<file path="src/rtl/uart_cmd_parser_if.sv">
// Byte/handshake bundle between the UART receiver and the command parser.
// Ports: rx_data/rx_valid in; cmd/len/payload and frame/error strobes out.
interface uart_cmd_parser_if #(
    parameter int MAX_LEN = 4
);
    logic [7:0]           rx_data;
    logic                 rx_valid;
    logic [7:0]           cmd;
    logic [2:0]           len;
    logic [8*MAX_LEN-1:0] payload;
    logic                 frame_valid;
    logic                 err_chk;
    logic                 err_len;
    logic                 err_timeout;

    modport master (
        output rx_data, rx_valid,
        input  cmd, len, payload,
        input  frame_valid, err_chk, err_len, err_timeout
    );

    modport slave (
        input  rx_data, rx_valid,
        output cmd, len, payload,
        output frame_valid, err_chk, err_len, err_timeout
    );
endinterface

</file>
<file path="src/rtl/uart_cmd_parser.sv">
// Frame decoder for SYNC,CMD,LEN,PAYLOAD..,CHK command frames from a UART.
// Ports: clk, rst (sync, active high), bus (slave side of uart_cmd_parser_if).
module uart_cmd_parser #(
    parameter logic [7:0] SYNC_BYTE   = 8'hA5,
    parameter int          MAX_LEN     = 4,
    parameter int          TIMEOUT_CYC = 104166
) (
    input logic              clk,
    input logic              rst,
    uart_cmd_parser_if.slave bus
);
    localparam int CW = $clog2(TIMEOUT_CYC + 1);

    typedef enum logic [2:0] {
        HUNT,
        CMD,
        LEN,
        PAYLOAD,
        CHK
    } state_t;

    state_t                     state;
    state_t                     state_n;
    logic                       valid_q;
    logic                       byte_stb;
    logic [7:0]                 cmd_tmp;
    logic [7:0]                 chk;
    logic [2:0]                 len_tmp;
    logic [2:0]                 idx;
    logic [MAX_LEN-1:0][7:0]    buf_q;
    logic [8*MAX_LEN-1:0]       pay_n;
    logic [CW-1:0]              tcnt;
    logic                       tmo;
    logic                       len_bad;
    logic                       do_good;
    logic                       do_chk_err;
    logic                       do_len_err;
    logic                       do_tmo;

    // valid_q resets high so a valid held through reset is not a new byte.
    assign byte_stb = bus.rx_valid & ~valid_q;
    assign len_bad  = bus.rx_data > 8'(MAX_LEN);
    // A byte arriving on the expiry cycle takes priority over the timeout.
    assign tmo      = (state != HUNT) && !byte_stb &&
                      (tcnt == CW'(TIMEOUT_CYC - 1));

    always_ff @(posedge clk) begin
        if (rst) begin
            state <= HUNT;
        end else begin
            state <= state_n;
        end
    end

    always_comb begin
        state_n    = state;
        do_good    = 1'b0;
        do_chk_err = 1'b0;
        do_len_err = 1'b0;
        do_tmo     = 1'b0;
        if (tmo) begin
            state_n = HUNT;
            do_tmo  = 1'b1;
        end else if (byte_stb) begin
            case (state)
                HUNT: begin
                    if (bus.rx_data == SYNC_BYTE) begin
                        state_n = CMD;
                    end
                end
                CMD: begin
                    state_n = LEN;
                end
                LEN: begin
                    if (len_bad) begin
                        do_len_err = 1'b1;
                        state_n    = HUNT;
                    end else if (bus.rx_data[2:0] == 3'd0) begin
                        state_n = CHK;
                    end else begin
                        state_n = PAYLOAD;
                    end
                end
                PAYLOAD: begin
                    if (idx == len_tmp - 3'd1) begin
                        state_n = CHK;
                    end
                end
                CHK: begin
                    state_n = HUNT;
                    if (bus.rx_data == chk) begin
                        do_good = 1'b1;
                    end else begin
                        do_chk_err = 1'b1;
                    end
                end
                default: begin
                    state_n = HUNT;
                end
            endcase
        end
    end

    // Stale buffer bytes beyond the frame length are presented as zero.
    always_comb begin
        pay_n = '0;
        for (int i = 0; i < MAX_LEN; i++) begin
            if (3'(i) < len_tmp) begin
                pay_n[8*i +: 8] = buf_q[i];
            end
        end
    end

    always_ff @(posedge clk) begin
        if (rst) begin
            valid_q         <= 1'b1;
            cmd_tmp         <= '0;
            chk             <= '0;
            len_tmp         <= '0;
            idx             <= '0;
            buf_q           <= '0;
            tcnt            <= '0;
            bus.cmd         <= '0;
            bus.len         <= '0;
            bus.payload     <= '0;
            bus.frame_valid <= 1'b0;
            bus.err_chk     <= 1'b0;
            bus.err_len     <= 1'b0;
            bus.err_timeout <= 1'b0;
        end else begin
            valid_q         <= bus.rx_valid;
            bus.frame_valid <= do_good;
            bus.err_chk     <= do_chk_err;
            bus.err_len     <= do_len_err;
            bus.err_timeout <= do_tmo;

            if (state == HUNT || byte_stb || tmo) begin
                tcnt <= '0;
            end else begin
                tcnt <= tcnt + CW'(1);
            end

            if (byte_stb) begin
                case (state)
                    CMD: begin
                        cmd_tmp <= bus.rx_data;
                        chk     <= bus.rx_data;
                    end
                    LEN: begin
                        if (!len_bad) begin
                            len_tmp <= bus.rx_data[2:0];
                            chk     <= chk ^ bus.rx_data;
                            idx     <= '0;
                        end
                    end
                    PAYLOAD: begin
                        for (int i = 0; i < MAX_LEN; i++) begin
                            if (idx == 3'(i)) begin
                                buf_q[i] <= bus.rx_data;
                            end
                        end
                        chk <= chk ^ bus.rx_data;
                        idx <= idx + 3'd1;
                    end
                    default: begin
                    end
                endcase
            end

            if (do_good) begin
                bus.cmd     <= cmd_tmp;
                bus.len     <= len_tmp;
                bus.payload <= pay_n;
            end
        end
    end
endmodule

</file>
<file path="src/flat_wrapper.sv">
// flat-port wrapper written by rule: the top's interface ports become plain ports
module uart_cmd_parser_flat 
#(
    parameter logic [7:0] SYNC_BYTE   = 8'hA5,
    parameter int          MAX_LEN     = 4,
    parameter int          TIMEOUT_CYC = 104166
)
  (clk, rst, bus_rx_data, bus_rx_valid, bus_cmd, bus_len, bus_payload, bus_frame_valid, bus_err_chk, bus_err_len, bus_err_timeout);
  uart_cmd_parser_if #(.MAX_LEN(MAX_LEN)) bus_i ();
  input logic clk;
  input logic rst;
  input wire logic [$bits(bus_i.rx_data)-1:0] bus_rx_data;
  input wire logic [$bits(bus_i.rx_valid)-1:0] bus_rx_valid;
  output wire logic [$bits(bus_i.cmd)-1:0] bus_cmd;
  output wire logic [$bits(bus_i.len)-1:0] bus_len;
  output wire logic [$bits(bus_i.payload)-1:0] bus_payload;
  output wire logic [$bits(bus_i.frame_valid)-1:0] bus_frame_valid;
  output wire logic [$bits(bus_i.err_chk)-1:0] bus_err_chk;
  output wire logic [$bits(bus_i.err_len)-1:0] bus_err_len;
  output wire logic [$bits(bus_i.err_timeout)-1:0] bus_err_timeout;
  assign bus_i.rx_data = bus_rx_data;
  assign bus_i.rx_valid = bus_rx_valid;
  assign bus_cmd = bus_i.cmd;
  assign bus_len = bus_i.len;
  assign bus_payload = bus_i.payload;
  assign bus_frame_valid = bus_i.frame_valid;
  assign bus_err_chk = bus_i.err_chk;
  assign bus_err_len = bus_i.err_len;
  assign bus_err_timeout = bus_i.err_timeout;
  uart_cmd_parser #(.SYNC_BYTE(SYNC_BYTE), .MAX_LEN(MAX_LEN), .TIMEOUT_CYC(TIMEOUT_CYC)) u_core (.clk(clk), .rst(rst), .bus(bus_i));
endmodule
</file>
<file path="config.mk">
export PLATFORM = sky130hd
export DESIGN_NAME = uart_cmd_parser_flat
export DESIGN_NICKNAME = d
export VERILOG_FILES = /design/src/rtl/uart_cmd_parser_if.sv /design/src/rtl/uart_cmd_parser.sv /design/src/flat_wrapper.sv
export SDC_FILE = /design/constraint.sdc
export NUM_CORES = 1
export LEC_CHECK = 0
export CAP_MARGIN = 20
export CORE_AREA = 2 2 104 106
export DETAILED_ROUTE_END_ITERATION = 10
export DIE_AREA = 0 0 106 108
export HOLD_SLACK_MARGIN = 0.02
export PLACE_DENSITY = 0.77
export RECOVER_POWER = 100
export SYNTH_ARGS = -nofsm -noshare
export SYNTH_HDL_FRONTEND = slang
export SYNTH_SLANG_ARGS = --single-unit
</file>
<file path="constraint.sdc">
create_clock -name clk -period 2.7 [get_ports clk]
set_input_delay 0.405 -clock clk [delete_from_list [all_inputs] [get_ports clk]]
set_output_delay 0.405 -clock clk [all_outputs]
set_load 0.005 [all_outputs]
</file>
[Word-level counts from Yosys, hierarchy flattened]
Index checks and enable logic that the tools add are counted.
Operators by class
  $add $sub $neg: 3
  $mul: 0
  div/mod/pow operators: 0
  magnitude comparators: 5
  eq/ne operators: 14
  shifts and indexed selects: 0
  muxes and demuxes: 20
  bitwise logic cells: 7
  reduce and logical (&&, ||, !) cells: 24
Operators with widths (count)
  two-way mux 8 bit: 5
  case mux 8 bit (3 select lines): 1
  AND reduction 3 bit: 8
  adder 17 x 1 -> 17 bit, second input constant: 1
  equality test 17 bit, second input constant: 1
  two-way mux 3 bit: 5
  equality test 3 x 2 -> 1 bit, second input constant: 4
  case mux 3 bit (4 select lines): 1
  zero test 3 bit: 3
  equality test 8 bit: 1
  equality test 8 bit, second input constant: 1
  > comparator 8 x 3 -> 1 bit, second input constant: 1
  OR reduction 4 bit: 2
  bitwise XOR 8 bit: 1
  two-way mux 1 bit: 7
  equality test 3 x 1 -> 1 bit, second input constant: 2
  < comparator 1 x 3 -> 1 bit, first input constant: 2
  < comparator 2 x 3 -> 1 bit, first input constant: 2
  case mux 3 bit (2 select lines): 1
  nonzero test 3 bit: 2
  NOT 1 bit: 5
  inequality test 2 x 1 -> 1 bit, second input constant: 2
  OR reduction 2 bit: 2
  adder 3 x 1 -> 3 bit, second input constant: 1
  other kinds (10): 12
Storage, ports and cells
  register bits: 122
  latch bits: 0
  memory bits (writable): 0
  ROM bits: 0
  bits of input ports: 11
  memories: 0

[Depth between registers and ports, before layout]
Gate-level depths: netlist (run 1).
  depth after elaboration: 7
  depth in mapped cells: 8

[Worst setup path after synthesis (run 1)]
OpenSTA, ideal clock, no wires.
  path kind: input -> register
  from: in bus_rx_data[6]
  to: reg u_core.bus.payload[10]
  setup time: 0.117 ns
  arrival time: 1.704 ns
  data required time: 2.583 ns
  path slack: 0.879 ns
  stages on the path: 8
  path buffers: 3
  path through: buf_6 xor2_1 nor4_2 and3_1 buf_4 nor2_4 buf_6 a22o_1
Between the ends
  longest elaborated chain between the ends: 5
RTL lines
  start: declaration: line flat_wrapper.sv:12  | input wire logic [$bits(bus_i.rx_data)-1:0] bus_rx_data;
  equality test 8 bit: line uart_cmd_parser.sv:91  | if (bus.rx_data == chk) begin
  two-way mux 1 bit: line uart_cmd_parser.sv:91
  two-way mux 1 bit: line uart_cmd_parser.sv:65  | case (state)
  two-way mux 1 bit: line uart_cmd_parser.sv:64  | end else if (byte_stb) begin
  two-way mux 1 bit: line uart_cmd_parser.sv:61  | if (tmo) begin
  end signal: assignment: line uart_cmd_parser.sv:173  | bus.payload <= pay_n;
  end: declaration: line uart_cmd_parser_if.sv:24  | output cmd, len, payload,
Every way passes these cells.
A chain may end at the register's enable or synchronous reset.

[Final worst setup path (run 1)]
  from: reg u_core.state[0]
  to: reg u_core.buf_q[15] (netlist name)
Between the ends
  longest elaborated chain between the ends: 2
RTL lines
  start: declaration: line uart_cmd_parser.sv:22  | state_t state;
  start signal: assignment: line uart_cmd_parser.sv:51  | state <= state_n;
  equality test 3 x 2 -> 1 bit: line uart_cmd_parser.sv:144  | case (state)
  AND reduction 3 bit (no source line)
  end signal: indexed assignment: line uart_cmd_parser.sv:159  | buf_q[i] <= bus.rx_data;
  end: declaration: line uart_cmd_parser.sv:30  | logic [MAX_LEN-1:0][7:0] buf_q;
Every way passes these cells.

==> results of run 1 <==
[kinds of logic (layout without fill, tap and decap cells)]
| group | after synthesis | count (layout) | synth area share (%) |
|---|---|---|---|
| flip-flops | 122 | 122 | 48.9 |
| AND/OR/NAND/NOR | 227 | 227 | 21.9 |
| multiplexers | 22 | 22 | 4.41 |
| adder cells (fa/ha/maj) | 9 | 9 | 2.25 |
| AO/OA/AOI/OAI | 108 | 108 | 13.3 |
| XOR/XNOR | 26 | 26 | 4.83 |
| buffers and inverters | 45 | 113 | 4.36 |
[critical path, stage by stage, from the launching register on]
cell,delay (ps)
dfxtp_1,610
nand4bb_1,330
nor3_2,190
clkbuf_2,450
nand2_1,300
nand2_1,160
a21oi_1,70
[area by class of cell]
class / count / share of cell area, %
Multi-Input combinational cell: 392 / 37.4
Timing Repair Buffer: 74 / 11.3
Clock buffer: 23 / 7.52
Clock inverter: 8 / 1.13
Tap cell: 136 / 2.74
Sequential cell: 122 / 39.4
Inverter: 8 / 0.484
[flip-flops by register name, indices dropped and copies added, names as in the netlist]
name	cells
u_core.chk	8
u_core.valid_q	1
u_core.bus.err_chk	1
u_core.idx	3
u_core.bus.payload	32
u_core.buf_q	32
u_core.cmd_tmp	8
u_core.len_tmp	3
u_core.bus.len	3
u_core.bus.err_len	1
u_core.bus.err_timeout	1
u_core.state	3
u_core.bus.cmd	8
u_core.bus.frame_valid	1
u_core.tcnt	17
[report_power, final]
| group | internal [mW] | switching [mW] | total, mW |
|---|---|---|---|
| Sequential | 1.80 | 0.000651 | 1.80 |
| Combinational | 0.0311 | 0.0661 | 0.0972 |
| Clock | 1.28 | 0.771 | 2.05 |
| Total | 3.11 | 0.837 | 3.95 |
[layout by cell type (no fill, tap or decap), types with 2 or more instances in the layout]
cell,netlist,final
dfxtp_1,122,122
nor2_1,64,65
nand2_1,58,58
a21oi_1,56,56
nand3_1,50,50
dlygate4sd3_1,0,50
a22o_1,24,24
mux2i_1,22,22
xor2_1,20,20
clkbuf_16,0,16
buf_4,1,15
o21ai_0,7,13
nand2b_1,11,11
nor3_1,9,9
ha_1,9,9
inv_1,8,8
o211ai_1,8,8
and3_1,7,7
nand4_1,6,6
clkdlybuf4s50_1,0,6
xnor2_1,5,5
clkinv_2,0,5
clkbuf_8,0,4
nor4_1,2,3
nor4b_1,3,3
clkbuf_1,23,3
or3_1,2,2
nor3_2,2,2
and4b_1,2,2
a31oi_1,2,2
clkinvlp_4,0,2
[final timing paths]
| check | from | end | slack (ps) | cells past startpoint |
|---|---|---|---|---|
| max | u_core.state[0] | u_core.buf_q[15] | 450 | 6 |
| min | rst | u_core.bus.cmd[4] | 360 | 2 |
| max reg2reg | u_core.state[0] | u_core.buf_q[15] | 450 | 6 |
| min reg2reg | u_core.buf_q[11] | u_core.buf_q[11] | 450 | 2 |
[layer usage]
layer | GRT usage [%] | part of all wire [%]
met4 | 10.7 | 2.5
met2 | 36.5 | 49
met1 | 26.4 | 44
met3 | 4.28 | 4.2
met5 | 0 | 0
==> out/summary.txt, run 1 <==
Register area -> 2440 um2
CTS Sinks -> 122
Pleak -> 2.30 nW
Syn_nets -> 579
PnR Total Power -> 3.95 mW
Yosys top cell area share -> 48.9%
Status -> finished, final reports clean
Least-Margin Pin Slew -> 921 ps
Die X -> 106 um
Initial Utilization -> 48.8%
Vias in the first global route -> 4076
Hold Buf Count CTS -> 0
Syn-to-layout area delta -> 24.2%
CTS Buf Count -> 17
Slew margin rel. -> 38.4%
First-pass GRT wire length -> 19400 um
Filler instances -> 850
Initial antenna violation count -> 0
Row cnt -> 37
Finished Layout Cells -> 763
DR pass1 iterations -> 5
Hold Fails Final Rpt -> 0
Die area -> 11400 um2
Vias per cell -> 5.51
DR DRC count -> 0
Top post-synthesis cells by count -> dfxtp_1, nor2_1, nand2_1, a21oi_1, nand3_1
Avg Inst Size Synth -> 8.94 um2
GR Overflow Total -> 0
Post-DRT Antenna Nets -> 0
# nets final -> 635
Port buffer count -> 57
Synth cell types -> 45
Via count -> 4203
Setup TNS -> 0 ps
GPL Wtd Cong -> 0.860
Layout cells sized above 1 -> 8.29%
HP Class -> input port to flop
Crit path DAT -> 2640 ps
Core area -> 10200 um2
VDD IR max -> 0.000378 V
Largest net degree at the start of global routing -> 31
Most frequent cell after synthesis -> dfxtp_1
Crit Path Class -> flop to flop
Ys Warns -> 0
N_diodes -> 0
Mapped Area -> 5000 um2
Synth area leaders -> dfxtp_1, a21oi_1, nand3_1
Maximum clock frequency -> 444 MHz
GRT Total Usage -> 21.6%
Clock Latency Late Sink -> 520 ps
Worst path required time -> 3080 ps
Worst-path maximum fanout -> 27
Drt total wl -> 11800 um
Async set or reset register ratio after synthesis -> 0%
H-Tree Depth -> 4
Max_cap viols -> 0
Synth Register Bits -> 122
Root Driver -> clkbuf_8
Max clock buf depth -> 2
RSZ-0062 raised after global routing -> no
Multi-input gate area -> 2320 um2
Ys flop type -> dfxtp_1
Post-CTS setup buffer count -> 0
# resized after CTS -> 0
Placed Instances -> 732
Die Ht -> 108 um
Pwr Density -> 636 nW/um2
Final period util -> 83.5%
Fin. max-slew vios -> 0
Endpoints failing setup -> 0
Startpoint Class -> flop
WL/cell -> 15.5 um
Sequential element share of the synthesized area -> 48.9%
Detailed Place HPWL -> 7720 um
Number of synthesized flops with an enable pin -> 0
Final min period -> 2250 ps
Worst clock skew -> 13.8 ps
Clock transition at the registers of the reported paths -> 60 ps
Largest area contributor in the netlist -> dfxtp_1
IO Count -> 58
Worst setup margin -> 446 ps
Util after Layout -> 60.7%
DR iter-0 viols -> 252
CP endpoint kind -> flop
Pre-CTS setup slack -> 124 ps
CTS tree -> done
Syn Inst Count -> 559
Final hold slack -> 356 ps
Post-DP Area -> 5690 um2
Final instance area -> 6210 um2
Note: power is estimated with default switching activity, not from simulation.
==> run 2: changes to the inputs <==
- PLACE_DENSITY: 0.77 -> 0.79
- clock period: 2.7 -> 2 ns (I/O delays scaled with it)
==> run 2 against run 1 <==
- flip-flop and latch count unchanged
- power up 43%
- critical path depth unchanged
- clock skew about the same
- die area unchanged
- cell count up 2.9%
- critical path type unchanged
- critical endpoint is now u_core.bus.len[1]
- largest cell class unchanged
- largest power group unchanged
- highest routed layer unchanged
==> out/summary.txt, run 2 (synthesized netlist as in run 1, its figures left out) <==
Status -> finished, final reports clean (unchanged)
CTS tree -> done (unchanged)
Post-CTS setup buffer count -> 0 (unchanged)
Worst setup path startpoint -> u_core.chk[0] (was u_core.state[0])
# nets final -> 656 (was 635)
N_diodes -> 0 (unchanged)
Worst path required time -> 2400 ps (was 3080 ps)
First-pass GRT wire length -> 20000 um (was 19400 um)
Crit path DAT -> 2240 ps (was 2640 ps)
Least-Margin Pin Slew -> 605 ps (was 921 ps)
Post-DRT Antenna Nets -> 0 (unchanged)
DR iter-0 viols -> 237 (was 252)
Core area -> 10200 um2 (unchanged)
Pwr Density -> 876 nW/um2 (was 636 nW/um2)
Die Ht -> 108 um (unchanged)
Final period util -> 92.3% (was 83.5%)
Pre-CTS setup slack -> -287 ps (was 124 ps)
Via count -> 4277 (was 4203)
Reg2Reg Depth -> 6 (unchanged)
RR Endpoint -> u_core.bus.len[1] (was u_core.buf_q[15])
Worst clock skew -> 13.4 ps (was 13.8 ps)
Worst-path maximum fanout -> 27 (unchanged)
CTS Buf Count -> 17 (unchanged)
Final instance area -> 6450 um2 (was 6210 um2)
IO Count -> 58 (unchanged)
CTS Sinks -> 122 (unchanged)
Internal -> 4.45 mW (was 3.11 mW)
Startpoint Class -> flop (unchanged)
RSZ-0062 raised after global routing -> no (unchanged)
Clock transition at the registers of the reported paths -> 60 ps (about the same)
Top flop regs -> u_core.buf_q: 32 flops, u_core.bus.payload: 32 flops, u_core.tcnt: 17 flops (unchanged)
Initial Utilization -> 48.8% (unchanged)
Row cnt -> 37 (unchanged)
HP Class -> input port to flop (unchanged)
Initial antenna violation count -> 0 (unchanged)
Layout cells sized above 1 -> 11.6% (was 8.29%)
Clk network pwr share -> 54.4% (was 51.9%)
H-Tree Depth -> 4 (unchanged)
DR DRC count -> 0 (unchanged)
Reg power frac -> 43.0% (was 45.7%)
Reg2Reg Setup Slack -> 150 ps (was 450 ps)
Hold Fails Final Rpt -> 0 (unchanged)
Largest net degree at the start of global routing -> 46 (was 31)
Slew margin rel. -> 59.5% (was 38.4%)
VDD IR max -> 0.000523 V (was 0.000378 V)
Hold Buf Count CTS -> 0 (unchanged)
# resized after CTS -> 0 (unchanged)
Final min period -> 1850 ps (was 2250 ps)
Switching power -> 1.20 mW (was 0.837 mW)
Vias per cell -> 5.45 (was 5.51)
Pleak -> 2.42 nW (was 2.30 nW)
Drt total wl -> 12000 um (was 11800 um)
GR Overflow Total -> 0 (unchanged)
Fin. max-slew vios -> 0 (unchanged)
GRT Total Usage -> 22.2% (was 21.6%)
Most common cell after layout, fill and taps aside -> dfxtp_1 (unchanged)
DR pass1 iterations -> 5 (unchanged)
Port buffer count -> 57 (unchanged)
Detailed Place HPWL -> 8060 um (was 7720 um)
Post-DP Area -> 5870 um2 (was 5690 um2)
Syn-to-layout area delta -> 29.1% (was 24.2%)
CP endpoint kind -> flop (unchanged)
Clock Latency Late Sink -> 520 ps (about the same)
Setup crit end -> u_core.bus.len[1] (was u_core.buf_q[15])
Max_cap viols -> 0 (unchanged)
GPL Wtd Cong -> 0.853 (was 0.860)
RR Startpoint -> u_core.chk[0] (was u_core.state[0])
Comb pwr share -> 2.6% (was 2.5%)
Sw Ratio -> 21.2% (about the same)
WL/cell -> 15.3 um (was 15.5 um)
Die X -> 106 um (unchanged)
Max clock buf depth -> 2 (unchanged)
Die area -> 11400 um2 (unchanged)
Vias in the first global route -> 4261 (was 4076)
Maximum clock frequency -> 542 MHz (was 444 MHz)
Crit Path Class -> flop to flop (unchanged)
Root Driver -> clkbuf_8 (unchanged)
Most frequent cells in the layout -> dfxtp_1, nor2_1, nand2_1 (unchanged)
Worst setup margin -> 154 ps (was 446 ps)
Endpoints failing setup -> 0 (unchanged)
## run 2: cell count changes in the layout (fill, tap and decap cells not counted), moves of 2 or more
cell             before  now
buf_4                15   29
clkinv_2              5    2
inv_6                 0    3
buf_12                1    3
bufinv_16             1    3
clkbuf_2              1    3
clkdlybuf4s50_1       6    8
clkinvlp_4            2    4
dlygate4sd3_1        50   48
## run 2: power groups by stage
stage	logic (mW)	registers [mW]	clock network, mW
finish	0.145	2.43	3.08
global route	0.154	2.43	3.25
CTS	0.144	2.43	3.12
detailed placement	0.142	2.49	0
global placement	0.139	2.49	0
floorplan	0.0746	2.49	0
## run 2: area by class of cell
cell class / count / area [um2]
well taps: 136 / 170
clock inverters: 13 / 165
clock buffers: 19 / 442
flip-flops and latches: 122 / 2440
repair buffers: 95 / 870
fillers: 819 / 3780
multi-input cells: 392 / 2330
inverters: 8 / 30.0
## run 2: layer usage
| layer | up-vias | routed length [um] | global-route usage [%] | part of all wire, % |
|---|---|---|---|---|
| li1 | 2095 | - | - | - |
| met4 | 0 | 313 | 11.1 | 2.6 |
| met5 | - | 0 | 0 | 0 |
| met1 | 2040 | 5180 | 25.8 | 43 |
| met2 | 115 | 6030 | 38.5 | 50 |
| met3 | 27 | 465 | 5.30 | 3.9 |
## run 2: worst max-delay path: stages, from the launching register on
cell and delay, ps:
dfxtp_1 340, xor2_1 150, nor4_2 390, and3_1 340
buf_12 210, mux2i_1 230, nor2_1 50
## run 2: worst min path at each step
stage	startpoint	endpoint	slack, ps	cells past startpoint
4_1_cts	rst	u_core.bus.err_chk	330	3
6_report	rst	u_core.bus.cmd[1]	330	3
3_5_place_dp	u_core.buf_q[2]	u_core.buf_q[2]	450	2
3_3_place_gp	u_core.buf_q[23]	u_core.buf_q[23]	450	2
2_1_floorplan	bus_rx_valid	u_core.valid_q	410	1
5_1_grt	rst	u_core.cmd_tmp[5]	350	3
## run 2: metrics by stage
step           power [mW]  utilization [%]  TNS (ps)  cells  hold slack, ps
3_5_place_dp         2.63             57.4    -13140    753             449
6_report             5.65             63.1         0    785             333
4_1_cts              5.70             63.3         0    785             326
2_1_floorplan        2.56                -         0    559             407
5_1_grt              5.83             63.1         0    785             351
3_3_place_gp         2.62             57.4    -10250    753             447
